<file path="config.mk">
export PLATFORM = sky130hd
export DESIGN_NAME = hazard_control_unit_flat
export DESIGN_NICKNAME = d
export VERILOG_FILES = /design/src/rtl/hazard_pkg.sv /design/src/rtl/hazard_control_unit_if.sv /design/src/rtl/hazard_control_unit_forward_select.sv /design/src/rtl/hazard_control_unit.sv /design/src/flat_wrapper.sv
export SDC_FILE = /design/constraint.sdc
export NUM_CORES = 1
export LEC_CHECK = 0
export CORE_MARGIN = 2
export CORE_UTILIZATION = 30
export DETAILED_ROUTE_END_ITERATION = 8
export PLACE_DENSITY_LB_ADDON = 0.3
export SLEW_MARGIN = 20
export SYNTH_ARGS = -nofsm -noshare
export SYNTH_HDL_FRONTEND = slang
export SYNTH_SLANG_ARGS = --single-unit
</file>
<file path="constraint.sdc">
create_clock -name iClk -period 3 [get_ports iClk]
set_input_delay 0.9 -clock iClk [delete_from_list [all_inputs] [get_ports iClk]]
set_output_delay 0.9 -clock iClk [all_outputs]
set_load 0.03 [all_outputs]
</file>
<file path="src/rtl/hazard_pkg.sv">
// Shared definitions for the hazard control unit.
//   RESULT_SRC_MEM : ResultSrc encoding that marks a load. It must stay in step
//                    with the decoder's ResultSrc encoding in ControlTypeDefs.svh.
//   FWD_*          : operand forwarding select encodings.
//   hazard_state_t : hazard FSM states.
package hazard_pkg;

    localparam logic [2:0] RESULT_SRC_MEM = 3'b001;

    localparam logic [1:0] FWD_NONE = 2'b00;
    localparam logic [1:0] FWD_WB   = 2'b01;
    localparam logic [1:0] FWD_MEM  = 2'b10;

    typedef enum logic {
        RUN         = 1'b0,
        MULDIV_BUSY = 1'b1
    } hazard_state_t;

    // A later-stage write satisfies a source read only if it really writes
    // and does not target x0.
    function automatic logic reg_match(input logic [4:0] rs, input logic [4:0] rd,
                                       input logic we);
        return we && (rd != 5'd0) && (rd == rs);
    endfunction

endpackage

</file>
<file path="src/rtl/hazard_control_unit_if.sv">
// Bundle between the pipeline datapath and the hazard control unit.
//   master : pipeline side; drives register/control info, receives stall/flush/forward.
//   slave  : hazard control unit.
// Signals: iRs1D/iRs2D, iRs1E/iRs2E, iRdE, iResultSrcE, iRegWriteEnE,
//          iMulDivStartE, iPCSrcE, iRdM/iRdW, iRegWriteEnM/W (to the unit);
//          oStallF, oStallD, oFlushD, oFlushE, oForwardAE/BE, oBusyE (from it).
interface hazard_control_unit_if;

    logic [4:0] iRs1D, iRs2D;
    logic [4:0] iRs1E, iRs2E;
    logic [4:0] iRdE;
    logic [2:0] iResultSrcE;
    logic       iRegWriteEnE;
    logic       iMulDivStartE;
    logic       iPCSrcE;
    logic [4:0] iRdM, iRdW;
    logic       iRegWriteEnM, iRegWriteEnW;

    logic       oStallF, oStallD;
    logic       oFlushD, oFlushE;
    logic [1:0] oForwardAE, oForwardBE;
    logic       oBusyE;

    modport master (
        output iRs1D, iRs2D, iRs1E, iRs2E, iRdE, iResultSrcE, iRegWriteEnE,
               iMulDivStartE, iPCSrcE, iRdM, iRdW, iRegWriteEnM, iRegWriteEnW,
        input  oStallF, oStallD, oFlushD, oFlushE, oForwardAE, oForwardBE, oBusyE
    );

    modport slave (
        input  iRs1D, iRs2D, iRs1E, iRs2E, iRdE, iResultSrcE, iRegWriteEnE,
               iMulDivStartE, iPCSrcE, iRdM, iRdW, iRegWriteEnM, iRegWriteEnW,
        output oStallF, oStallD, oFlushD, oFlushE, oForwardAE, oForwardBE, oBusyE
    );

endinterface

</file>
<file path="src/rtl/hazard_control_unit_forward_select.sv">
// forward_select: forwarding mux select for one E-stage source operand.
//   iRs                       : source register in E
//   iRdM, iRegWriteEnM        : M-stage destination / write enable
//   iRdW, iRegWriteEnW        : W-stage destination / write enable
//   oSel                      : FWD_MEM, FWD_WB or FWD_NONE
// M is the younger result, so it takes priority over W.
module forward_select
    import hazard_pkg::*;
(
    input  logic [4:0] iRs,
    input  logic [4:0] iRdM,
    input  logic       iRegWriteEnM,
    input  logic [4:0] iRdW,
    input  logic       iRegWriteEnW,
    output logic [1:0] oSel
);

    always_comb begin
        oSel = FWD_NONE;
        if (reg_match(iRs, iRdM, iRegWriteEnM))
            oSel = FWD_MEM;
        else if (reg_match(iRs, iRdW, iRegWriteEnW))
            oSel = FWD_WB;
    end

endmodule

</file>
<file path="src/rtl/hazard_control_unit.sv">
// hazard_control_unit: stall / flush / forwarding control for the pipeline.
//   iClk, iRst : clock (rising edge), asynchronous active-high reset
//   hz         : hazard_control_unit_if.slave bundle (see interface header)
//   oStallCount, oFlushCount : performance counters, present only when
//                              HAZARD_PERF_CNT_EN is defined
// Load-use hazards stall F/D for one cycle and bubble E. A MUL/DIV start moves
// the FSM to MULDIV_BUSY, which holds F/D and bubbles E for MULDIV_LATENCY-1
// cycles. A taken branch/jump in E flushes D and E and overrides stalls.
module hazard_control_unit
    import hazard_pkg::*;
#(
    parameter int MULDIV_LATENCY = 4
`ifdef HAZARD_PERF_CNT_EN
   ,parameter int CNT_W          = 32
`endif
) (
    input  logic                  iClk,
    input  logic                  iRst,
    hazard_control_unit_if.slave  hz
`ifdef HAZARD_PERF_CNT_EN
   ,output logic [CNT_W-1:0]      oStallCount
   ,output logic [CNT_W-1:0]      oFlushCount
`endif
);

    localparam int BW = (MULDIV_LATENCY > 2) ? $clog2(MULDIV_LATENCY) : 1;
    localparam logic [BW-1:0] BUSY_LOAD = BW'(MULDIV_LATENCY - 2);

    hazard_state_t state, state_nx;
    logic [BW-1:0] busy_cnt;

    logic [1:0] fwd_a, fwd_b;
    logic       load_use;
    logic       stall_f, stall_d, flush_d, flush_e, busy;

    forward_select u_fwd_a (
        .iRs          (hz.iRs1E),
        .iRdM         (hz.iRdM),
        .iRegWriteEnM (hz.iRegWriteEnM),
        .iRdW         (hz.iRdW),
        .iRegWriteEnW (hz.iRegWriteEnW),
        .oSel         (fwd_a)
    );

    forward_select u_fwd_b (
        .iRs          (hz.iRs2E),
        .iRdM         (hz.iRdM),
        .iRegWriteEnM (hz.iRegWriteEnM),
        .iRdW         (hz.iRdW),
        .iRegWriteEnW (hz.iRegWriteEnW),
        .oSel         (fwd_b)
    );

    assign load_use = (hz.iResultSrcE == RESULT_SRC_MEM) &&
                      (reg_match(hz.iRs1D, hz.iRdE, hz.iRegWriteEnE) ||
                       reg_match(hz.iRs2D, hz.iRdE, hz.iRegWriteEnE));

    // State register and bubble counter.
    always_ff @(posedge iClk or posedge iRst) begin
        if (iRst) begin
            state    <= RUN;
            busy_cnt <= '0;
        end else begin
            state <= state_nx;
            if (state == RUN) begin
                if (state_nx == MULDIV_BUSY)
                    busy_cnt <= BUSY_LOAD;
            end else if (busy_cnt != '0) begin
                busy_cnt <= busy_cnt - BW'(1);
            end
        end
    end

    // Next state. A redirect in RUN kills the MUL/DIV op before it starts.
    always_comb begin
        state_nx = state;
        case (state)
            RUN:         if (hz.iMulDivStartE && !hz.iPCSrcE) state_nx = MULDIV_BUSY;
            MULDIV_BUSY: if (busy_cnt == '0)                  state_nx = RUN;
            default:     state_nx = RUN;
        endcase
    end

    // Outputs. Reset forces bubbles into D and E so nothing half-formed advances.
    always_comb begin
        stall_f = 1'b0;
        stall_d = 1'b0;
        flush_d = 1'b0;
        flush_e = 1'b0;
        busy    = 1'b0;
        if (iRst) begin
            flush_d = 1'b1;
            flush_e = 1'b1;
        end else if (state == MULDIV_BUSY) begin
            // E holds bubbles here, so iPCSrcE is meaningless and ignored.
            stall_f = 1'b1;
            stall_d = 1'b1;
            flush_e = 1'b1;
            busy    = 1'b1;
        end else if (hz.iPCSrcE) begin
            flush_d = 1'b1;
            flush_e = 1'b1;
        end else if (load_use) begin
            stall_f = 1'b1;
            stall_d = 1'b1;
            flush_e = 1'b1;
        end
    end

    assign hz.oStallF    = stall_f;
    assign hz.oStallD    = stall_d;
    assign hz.oFlushD    = flush_d;
    assign hz.oFlushE    = flush_e;
    assign hz.oBusyE     = busy;
    assign hz.oForwardAE = iRst ? FWD_NONE : fwd_a;
    assign hz.oForwardBE = iRst ? FWD_NONE : fwd_b;

`ifdef HAZARD_PERF_CNT_EN
    // Saturating event counters.
    always_ff @(posedge iClk or posedge iRst) begin
        if (iRst) begin
            oStallCount <= '0;
            oFlushCount <= '0;
        end else begin
            if (stall_d && !(&oStallCount))
                oStallCount <= oStallCount + CNT_W'(1);
            if (hz.iPCSrcE && !(&oFlushCount))
                oFlushCount <= oFlushCount + CNT_W'(1);
        end
    end
`endif

endmodule

</file>
<file path="src/flat_wrapper.sv">
// flat-port wrapper written by rule: the top's interface ports become plain ports
module hazard_control_unit_flat import hazard_pkg::*;
#(
    parameter int MULDIV_LATENCY = 4

)
  (iClk, iRst, hz_iRs1D, hz_iRs2D, hz_iRs1E, hz_iRs2E, hz_iRdE, hz_iResultSrcE, hz_iRegWriteEnE, hz_iMulDivStartE, hz_iPCSrcE, hz_iRdM, hz_iRdW, hz_iRegWriteEnM, hz_iRegWriteEnW, hz_oStallF, hz_oStallD, hz_oFlushD, hz_oFlushE, hz_oForwardAE, hz_oForwardBE, hz_oBusyE);
  hazard_control_unit_if hz_i ();
  input  logic iClk;
  input  logic iRst;
  input wire logic [$bits(hz_i.iRs1D)-1:0] hz_iRs1D;
  input wire logic [$bits(hz_i.iRs2D)-1:0] hz_iRs2D;
  input wire logic [$bits(hz_i.iRs1E)-1:0] hz_iRs1E;
  input wire logic [$bits(hz_i.iRs2E)-1:0] hz_iRs2E;
  input wire logic [$bits(hz_i.iRdE)-1:0] hz_iRdE;
  input wire logic [$bits(hz_i.iResultSrcE)-1:0] hz_iResultSrcE;
  input wire logic [$bits(hz_i.iRegWriteEnE)-1:0] hz_iRegWriteEnE;
  input wire logic [$bits(hz_i.iMulDivStartE)-1:0] hz_iMulDivStartE;
  input wire logic [$bits(hz_i.iPCSrcE)-1:0] hz_iPCSrcE;
  input wire logic [$bits(hz_i.iRdM)-1:0] hz_iRdM;
  input wire logic [$bits(hz_i.iRdW)-1:0] hz_iRdW;
  input wire logic [$bits(hz_i.iRegWriteEnM)-1:0] hz_iRegWriteEnM;
  input wire logic [$bits(hz_i.iRegWriteEnW)-1:0] hz_iRegWriteEnW;
  output wire logic [$bits(hz_i.oStallF)-1:0] hz_oStallF;
  output wire logic [$bits(hz_i.oStallD)-1:0] hz_oStallD;
  output wire logic [$bits(hz_i.oFlushD)-1:0] hz_oFlushD;
  output wire logic [$bits(hz_i.oFlushE)-1:0] hz_oFlushE;
  output wire logic [$bits(hz_i.oForwardAE)-1:0] hz_oForwardAE;
  output wire logic [$bits(hz_i.oForwardBE)-1:0] hz_oForwardBE;
  output wire logic [$bits(hz_i.oBusyE)-1:0] hz_oBusyE;
  assign hz_i.iRs1D = hz_iRs1D;
  assign hz_i.iRs2D = hz_iRs2D;
  assign hz_i.iRs1E = hz_iRs1E;
  assign hz_i.iRs2E = hz_iRs2E;
  assign hz_i.iRdE = hz_iRdE;
  assign hz_i.iResultSrcE = hz_iResultSrcE;
  assign hz_i.iRegWriteEnE = hz_iRegWriteEnE;
  assign hz_i.iMulDivStartE = hz_iMulDivStartE;
  assign hz_i.iPCSrcE = hz_iPCSrcE;
  assign hz_i.iRdM = hz_iRdM;
  assign hz_i.iRdW = hz_iRdW;
  assign hz_i.iRegWriteEnM = hz_iRegWriteEnM;
  assign hz_i.iRegWriteEnW = hz_iRegWriteEnW;
  assign hz_oStallF = hz_i.oStallF;
  assign hz_oStallD = hz_i.oStallD;
  assign hz_oFlushD = hz_i.oFlushD;
  assign hz_oFlushE = hz_i.oFlushE;
  assign hz_oForwardAE = hz_i.oForwardAE;
  assign hz_oForwardBE = hz_i.oForwardBE;
  assign hz_oBusyE = hz_i.oBusyE;
  hazard_control_unit #(.MULDIV_LATENCY(MULDIV_LATENCY)) u_core (.iClk(iClk), .iRst(iRst), .hz(hz_i));
endmodule
</file>
==> flow_summary.toml, run 1 <==
[outcome]
status = "finished, violations left"
failed_checks = "negative setup slack"

[critical_path]
critPathMaxFanout = 2
r2r_start = "u_core.busy_cnt[0]$_DFFE_PP0P_"
r2r_setup_slack_ns = 1.73
crit_path_start_kind = "input pin"
endpoint_kind = "primary output"
worst_ep_arrival_time_ns = 2.23
path_class = "input pin to primary output"
reg2reg_depth = 5
rr_endpoint = "u_core.busy_cnt[0]$_DFFE_PP0P_"
cp.required_ns = 2.10

[route]
drc_errors = 0
detail-route-antenna-nets = 0
drt_first_pass_iters = 6
drtIter0Drc = 19
wire_per_inst_microns = 14.21
routed_wl_microns = 2530
via_per_inst = 4.787
via_count = 852

[power]
combPwrFrac_pct = 67.4
seqPwrFrac_pct = 16.5
total_power_uw = 453.2
switching_power_uw = 202.2
p_int_uw = 251.0
p_per_area_mw_per_mm2 = 325.4
clockPowerShare_pct = 16.1
p_leak_nw = 0.6492
vdd_drop_max_mv = 0.2243
p_sw_share_pct = 44.61

[clock_network]
cts_hold_buf = 0
path_clk_slew_ns = 0.04
insertion_delay_ns = 0.23
clock_sink_count = 3
clk_path_buf_depth = 2
numCtsBuffers = 3
cts_tree = "done"
htree_levels = 1
cts-root-buf = "clkbuf_4"

[grt]
antenna_found_initial = 0
track_usage_pct = 18.90
grt_pass1_wl_microns = 3546
grt_overflow = 0
grt_max_degree = 5
grt_pass1_vias = 857

[floorplan]
start_util_pct = 31.05
fp.dieH_microns = 48.60
dieArea_sq_mm = 0.002362
die-width_microns = 48.60
core_sq_mm = 0.001922
rows = 16
io_pins = 54

[sta]
worstMarginPinSlew_ns = 0.3034
holdWs_ns = 0.5719
min_period_over_period_pct = 104.4
drv_slew = 0
fin_skew_ns = 0.00009601
finalHoldViolations = 0
slew_headroom_pct = 79.86
fmax_ghz = 0.3193
rsz0062_at_grt = "yes"
setup_viol = 3
fin_ws_ns = -0.1318
period_minus_slack_ns = 3.132

[synth]
ys_seq_elements = 3
ys_warn_count = 0
syn_inst = 75
synth_area_sq_um = 596.8
seq_area_frac_synth_pct = 12.58
syn_nets = 121
avgSynthCellArea_sq_um = 7.958
yosys.cell_types.count = 22

[min_path]
hp-class = "flop to flop"
hold_depth = 2
min-delay-start = "u_core.busy_cnt[1]$_DFFE_PP0P_"
min_to = "u_core.busy_cnt[1]$_DFFE_PP0P_"

[placed_design]
numPlacedInstances = 171
place_area_sq_mm = 0.001316
pre_cts_ws_ns = -0.8034
port-buffer-count = 53
place_hpwl_microns = 1863
globalplace.congestion = 0.7934

[finish]
layout.nets = 198
finish.instance_area_sq_mm = 0.001393
layout_common_cells = "23 x buf_4, 20 x xor2_1, 18 x dlygate4sd2_1"
fin_cells = 178
syn_to_final_growth_pct = 133.3
drive_above_1_share_pct = 47.02
final.fill_count = 156
n_antenna_cell = 0
final_common_cell = "buf_4"

[job]
cap_viol_max_count = 0
==> worst max path at each step <==
stage	from	to	slack [ns]
floorplan	hz_iRdE[1]	hz_oStallF	-0.0004
global placement	hz_iRdE[1]	hz_oFlushE	-0.77
detailed placement	hz_iRdE[1]	hz_oFlushE	-0.80
CTS	hz_iRdM[3]	hz_oForwardAE[0]	-0.24
global route	hz_iRdM[2]	hz_oForwardAE[0]	-0.15
finish	hz_iRdM[2]	hz_oForwardAE[0]	-0.13
==> metal layers <==
layer,GRT usage (%),wire length (microns),up-vias
met5,0,0,-
met2,38.81,1448,38
li1,-,-,414
met1,20.72,948,396
met3,0.9259,110,4
met4,4.286,23,0
==> state kept, by name (all words and copies together) (netlist names) <==
name / count
u_core.busy_cnt: 2
u_core.state: 1
==> what timing repair did <==
item | 4_1_cts | 5_1_grt
buffers inserted | 2 | 2
hold endpoints to repair | 0 | 0
pin swaps | 22 | 16
endpoints found under the setup margin | 8 | 7
gates resized for setup | 114 | 37
==> worst max-delay path, stage by stage <==
cell	delay (ns)
buf_6	0.09
or4_4	0.55
o21ai_4	0.17
buf_6	0.14
nor3_4	0.05
nor4_4	0.13
buf_4	0.20
==> cells by family after synthesis <==
| group | Yosys count | share of synthesized area, % |
|---|---|---|
| AOI/OAI and AO/OA | 10 | 11.53 |
| adders and majority gates | 1 | 2.096 |
| DFF | 3 | 12.58 |
| xor gates and xnor gates | 30 | 44.02 |
| buffers and inverters | 6 | 4.403 |
| and+or+nand+nor | 25 | 25.37 |
==> power groups by stage <==
stage | combinational [mW] | clock, mW | sequential (mW)
floorplan | 0.152 | 0 | 0.0702
global placement | 0.280 | 0 | 0.0721
CTS | 0.286 | 0.0743 | 0.0726
global route | 0.329 | 0.0768 | 0.0767
detailed placement | 0.285 | 0 | 0.0734
finish | 0.305 | 0.0731 | 0.0747
==> cell usage after synthesis (all sizes together) <==
master	instances	share of area, %
a21o	2	2.5
a21oi	1	0.84
a22oi	1	1.3
buf	1	1.3
dfrtp	3	13
ha	1	2.1
inv	5	3.1
nand2	4	2.5
nand3	2	1.7
nor2	4	2.5
nor2b	1	1.0
nor3	4	3.4
nor4	4	6.3
nor4bb	1	1.7
o211ai	2	2.5
o21ai	3	3.1
o31ai	1	1.3
or4	5	6.3
xnor2	10	15
xor2	20	29
==> metrics by stage <==
| stage | TNS [ns] | util (%) |
|---|---|---|
| after floorplan | -0.0004443 | - |
| after global placement | -4.757 | 68.49 |
| after detailed placement | -4.923 | 68.49 |
| after CTS | -0.5017 | 72.40 |
| after global routing | -0.3026 | 72.46 |
| final | -0.2428 | 72.46 |
==> final cells by class <==
class                   instances  area [sq um]  area share (%)
clock buffers                   4         26.28           1.887
inverters                       5         22.52           1.617
multi-input cells              66         639.4           45.91
flip-flops and latches          3         75.07           5.391
well taps                      27         33.78           2.426
repair buffers                 73         595.6           42.77
No activity file was read; power rests on OpenSTA's default activity.
==> run 2: changes to the inputs <==
==> constraint.sdc (replaced) <==
create_clock -name iClk -period 3 [get_ports iClk]
set_input_delay 0.45 -clock iClk [delete_from_list [all_inputs] [get_ports iClk]]
set_output_delay 0.45 -clock iClk [all_outputs]
set_load 0.03 [all_outputs]
==> run 2 against run 1 <==
Compared with the run above:
- the run now ends clean
- register-to-register slack gained 0.13 ns
- global-route usage fell by 2.2 points
- sequential cell count unchanged
- hold slack got worse by 0.041 ns
- sequential power decreased by 3%
- setup slack improved by 0.26 ns
- wire length fell by 23%
- non-clock buffer count fell by 20
- clock power grew 3.4%
- highest routed layer unchanged
- die area stayed put
- core utilization down 11 points
==> flow_summary.toml, run 2 (synthesis gave the netlist of run 1 again) <==
[critical_path]
critPathMostFrequentCell = "clkdlybuf4s50_1"
path_class = "input pin to primary output"
cp.required_ns = 2.55
cpPeakStageDelay_ns = 0.61
endpoint_kind = "primary output"
crit_path_start_kind = "input pin"
path_buf_inv = 2
crit_family = "buffers and inverters"
critPathMaxFanout = 3
crit_chain = "clkdlybuf4s50_1, or4_1, o21ai_0, o211ai_1, clkdlybuf4s50_1"
worst_ep_arrival_time_ns = 2.43
crit_path_top_delay_cell = "clkdlybuf4s50_1"

[clock_network]
clk_path_buf_depth = 2
cts_tree = "done"
numCtsBuffers = 3
insertion_delay_ns = 0.24
clock_sink_count = 3
postCtsSetupBuffers = 0
htree_levels = 1
cts-root-buf = "clkbuf_4"
path_clk_slew_ns = 0.04

[sta]
fmax_ghz = 0.3477
setup_viol = 0
fin_ws_ns = 0.1239
tns_ns = 0
min_period_over_period_pct = 95.87
finalHoldViolations = 0
worstMarginPinSlew_ns = 0.3290
rsz0062_at_grt = "no"
fin_skew_ns = 0.004229
holdWs_ns = 0.5305
drv_slew = 0
period_minus_slack_ns = 2.876
slew_headroom_pct = 78.03

[finish]
syn_to_final_growth_pct = 97.69
reg_top3 = "u_core.busy_cnt x2, u_core.state x1"
largest_register_ffs = 2
fin_util_pct = 61.39
largest_register = "u_core.busy_cnt"
layout_common_cells = "49 x clkdlybuf4s50_1, 20 x xor2_1, 10 x xnor2_1"
n_antenna_cell = 0
finish.instance_area_sq_mm = 0.001180
layout.nets = 178
final_common_cell = "clkdlybuf4s50_1"
drive_above_1_share_pct = 6.107

[power]
clockPowerShare_pct = 18.8
p_sw_share_pct = 39.89
switching_power_uw = 160.5
seqPwrFrac_pct = 18.1
vdd_drop_max_mv = 0.2586
p_per_area_mw_per_mm2 = 341.0
combPwrFrac_pct = 63.1
p_leak_nw = 0.4868
p_int_uw = 241.9

[route]
detail-route-antenna-nets = 0
via_per_inst = 4.627
routed_wl_microns = 1937
drt_first_pass_iters = 4
wire_per_inst_microns = 12.26
via_count = 731
drtIter0Drc = 9
drc_errors = 0

[grt]
grt_pass1_vias = 691
grt_overflow = 0
met3_usage_pct = 4.630
top_usage_layer = "met2"
grt.met1_usage_pct = 21.59
antenna_found_initial = 0
grt_pass1_wl_microns = 3139
grt_max_degree = 7
track_usage_pct = 16.67
use_met2_pct = 26.94

[floorplan]
io_pins = 54
die-width_microns = 48.60
core_sq_mm = 0.001922
dieArea_sq_mm = 0.002362
rows = 16
start_util_pct = 31.05
fp.dieH_microns = 48.60

[placed_design]
port-buffer-count = 53
place_hpwl_microns = 1744
place_area_sq_mm = 0.001149
pre_cts_ws_ns = 0.06764
globalplace.congestion = 0.8504

[min_path]
hp-class = "input pin to async pin"

[job]
cap_viol_max_count = 0

[outcome]
status = "complete, no violations"
-- run 2: layout make-up --
class | instances | area, sq um
flip-flops and latches | 3 | 75.07
inverters | 5 | 18.77
clock buffers | 4 | 26.28
fillers | 175 | 742.0
multi-input cells | 66 | 495.5
repair buffers | 53 | 530.5
well taps | 27 | 33.78
-- run 2: power by group through the flow --
| stage | Sequential (mW) | Clock, mW | Combinational, mW |
|---|---|---|---|
| 2_1_floorplan | 0.0702 | 0 | 0.140 |
| 3_3_place_gp | 0.0720 | 0 | 0.250 |
| 3_5_place_dp | 0.0743 | 0 | 0.256 |
| 4_1_cts | 0.0730 | 0.0774 | 0.257 |
| 5_1_grt | 0.0763 | 0.0832 | 0.276 |
| 6_report | 0.0727 | 0.0756 | 0.254 |
-- run 2: stage by stage --
step / power (mW) / instances
global placement: 0.3224 / 154
finish: 0.4024 / 158
detailed placement: 0.3302 / 154
CTS: 0.4071 / 158
floorplan: 0.2106 / 75
global route: 0.4352 / 158
-- run 2: path summary, 6_finish.rpt --
kind | from | endpoint | slack, ns | cells after the start
setup / recovery | hz_iRdE[1] | hz_oFlushE | 0.12 | 5
hold / removal | iRst | u_core.busy_cnt[0]$_DFFE_PP0P_ | 0.53 | 2
setup reg to reg | u_core.busy_cnt[0]$_DFFE_PP0P_ | u_core.busy_cnt[1]$_DFFE_PP0P_ | 1.86 | 6
hold reg to reg | u_core.busy_cnt[0]$_DFFE_PP0P_ | u_core.busy_cnt[0]$_DFFE_PP0P_ | 0.53 | 3
max in group asynchronous | iRst | u_core.busy_cnt[1]$_DFFE_PP0P_ | 2.28 | 2
min in group iClk | u_core.busy_cnt[0]$_DFFE_PP0P_ | u_core.busy_cnt[0]$_DFFE_PP0P_ | 0.53 | 3
-- run 2: timing repair --
action | in CTS | in global routing
setup endpoints to repair | 0 | 2
hold buffers | 0 | 0
gates resized for setup | 0 | 2
-- run 2: metal layers --
layer / up-vias / share of wire, %
met5: - / 0
met4: 0 / 0.62
met3: 2 / 5.1
met2: 21 / 50
met1: 333 / 44
li1: 375 / -
==> run 3: changes to the inputs <==
--- a/config.mk
+++ b/config.mk
@@ -7,6 +7,7 @@
 export LEC_CHECK = 0
 export CORE_MARGIN = 2
 export CORE_UTILIZATION = 30
+export CTS_CLUSTER_DIAMETER = 80
 export DETAILED_ROUTE_END_ITERATION = 8
 export PLACE_DENSITY_LB_ADDON = 0.3
 export SLEW_MARGIN = 20
==> results of run 3 <==
The final DEF is identical to that of run 2; final timing and power are the same.
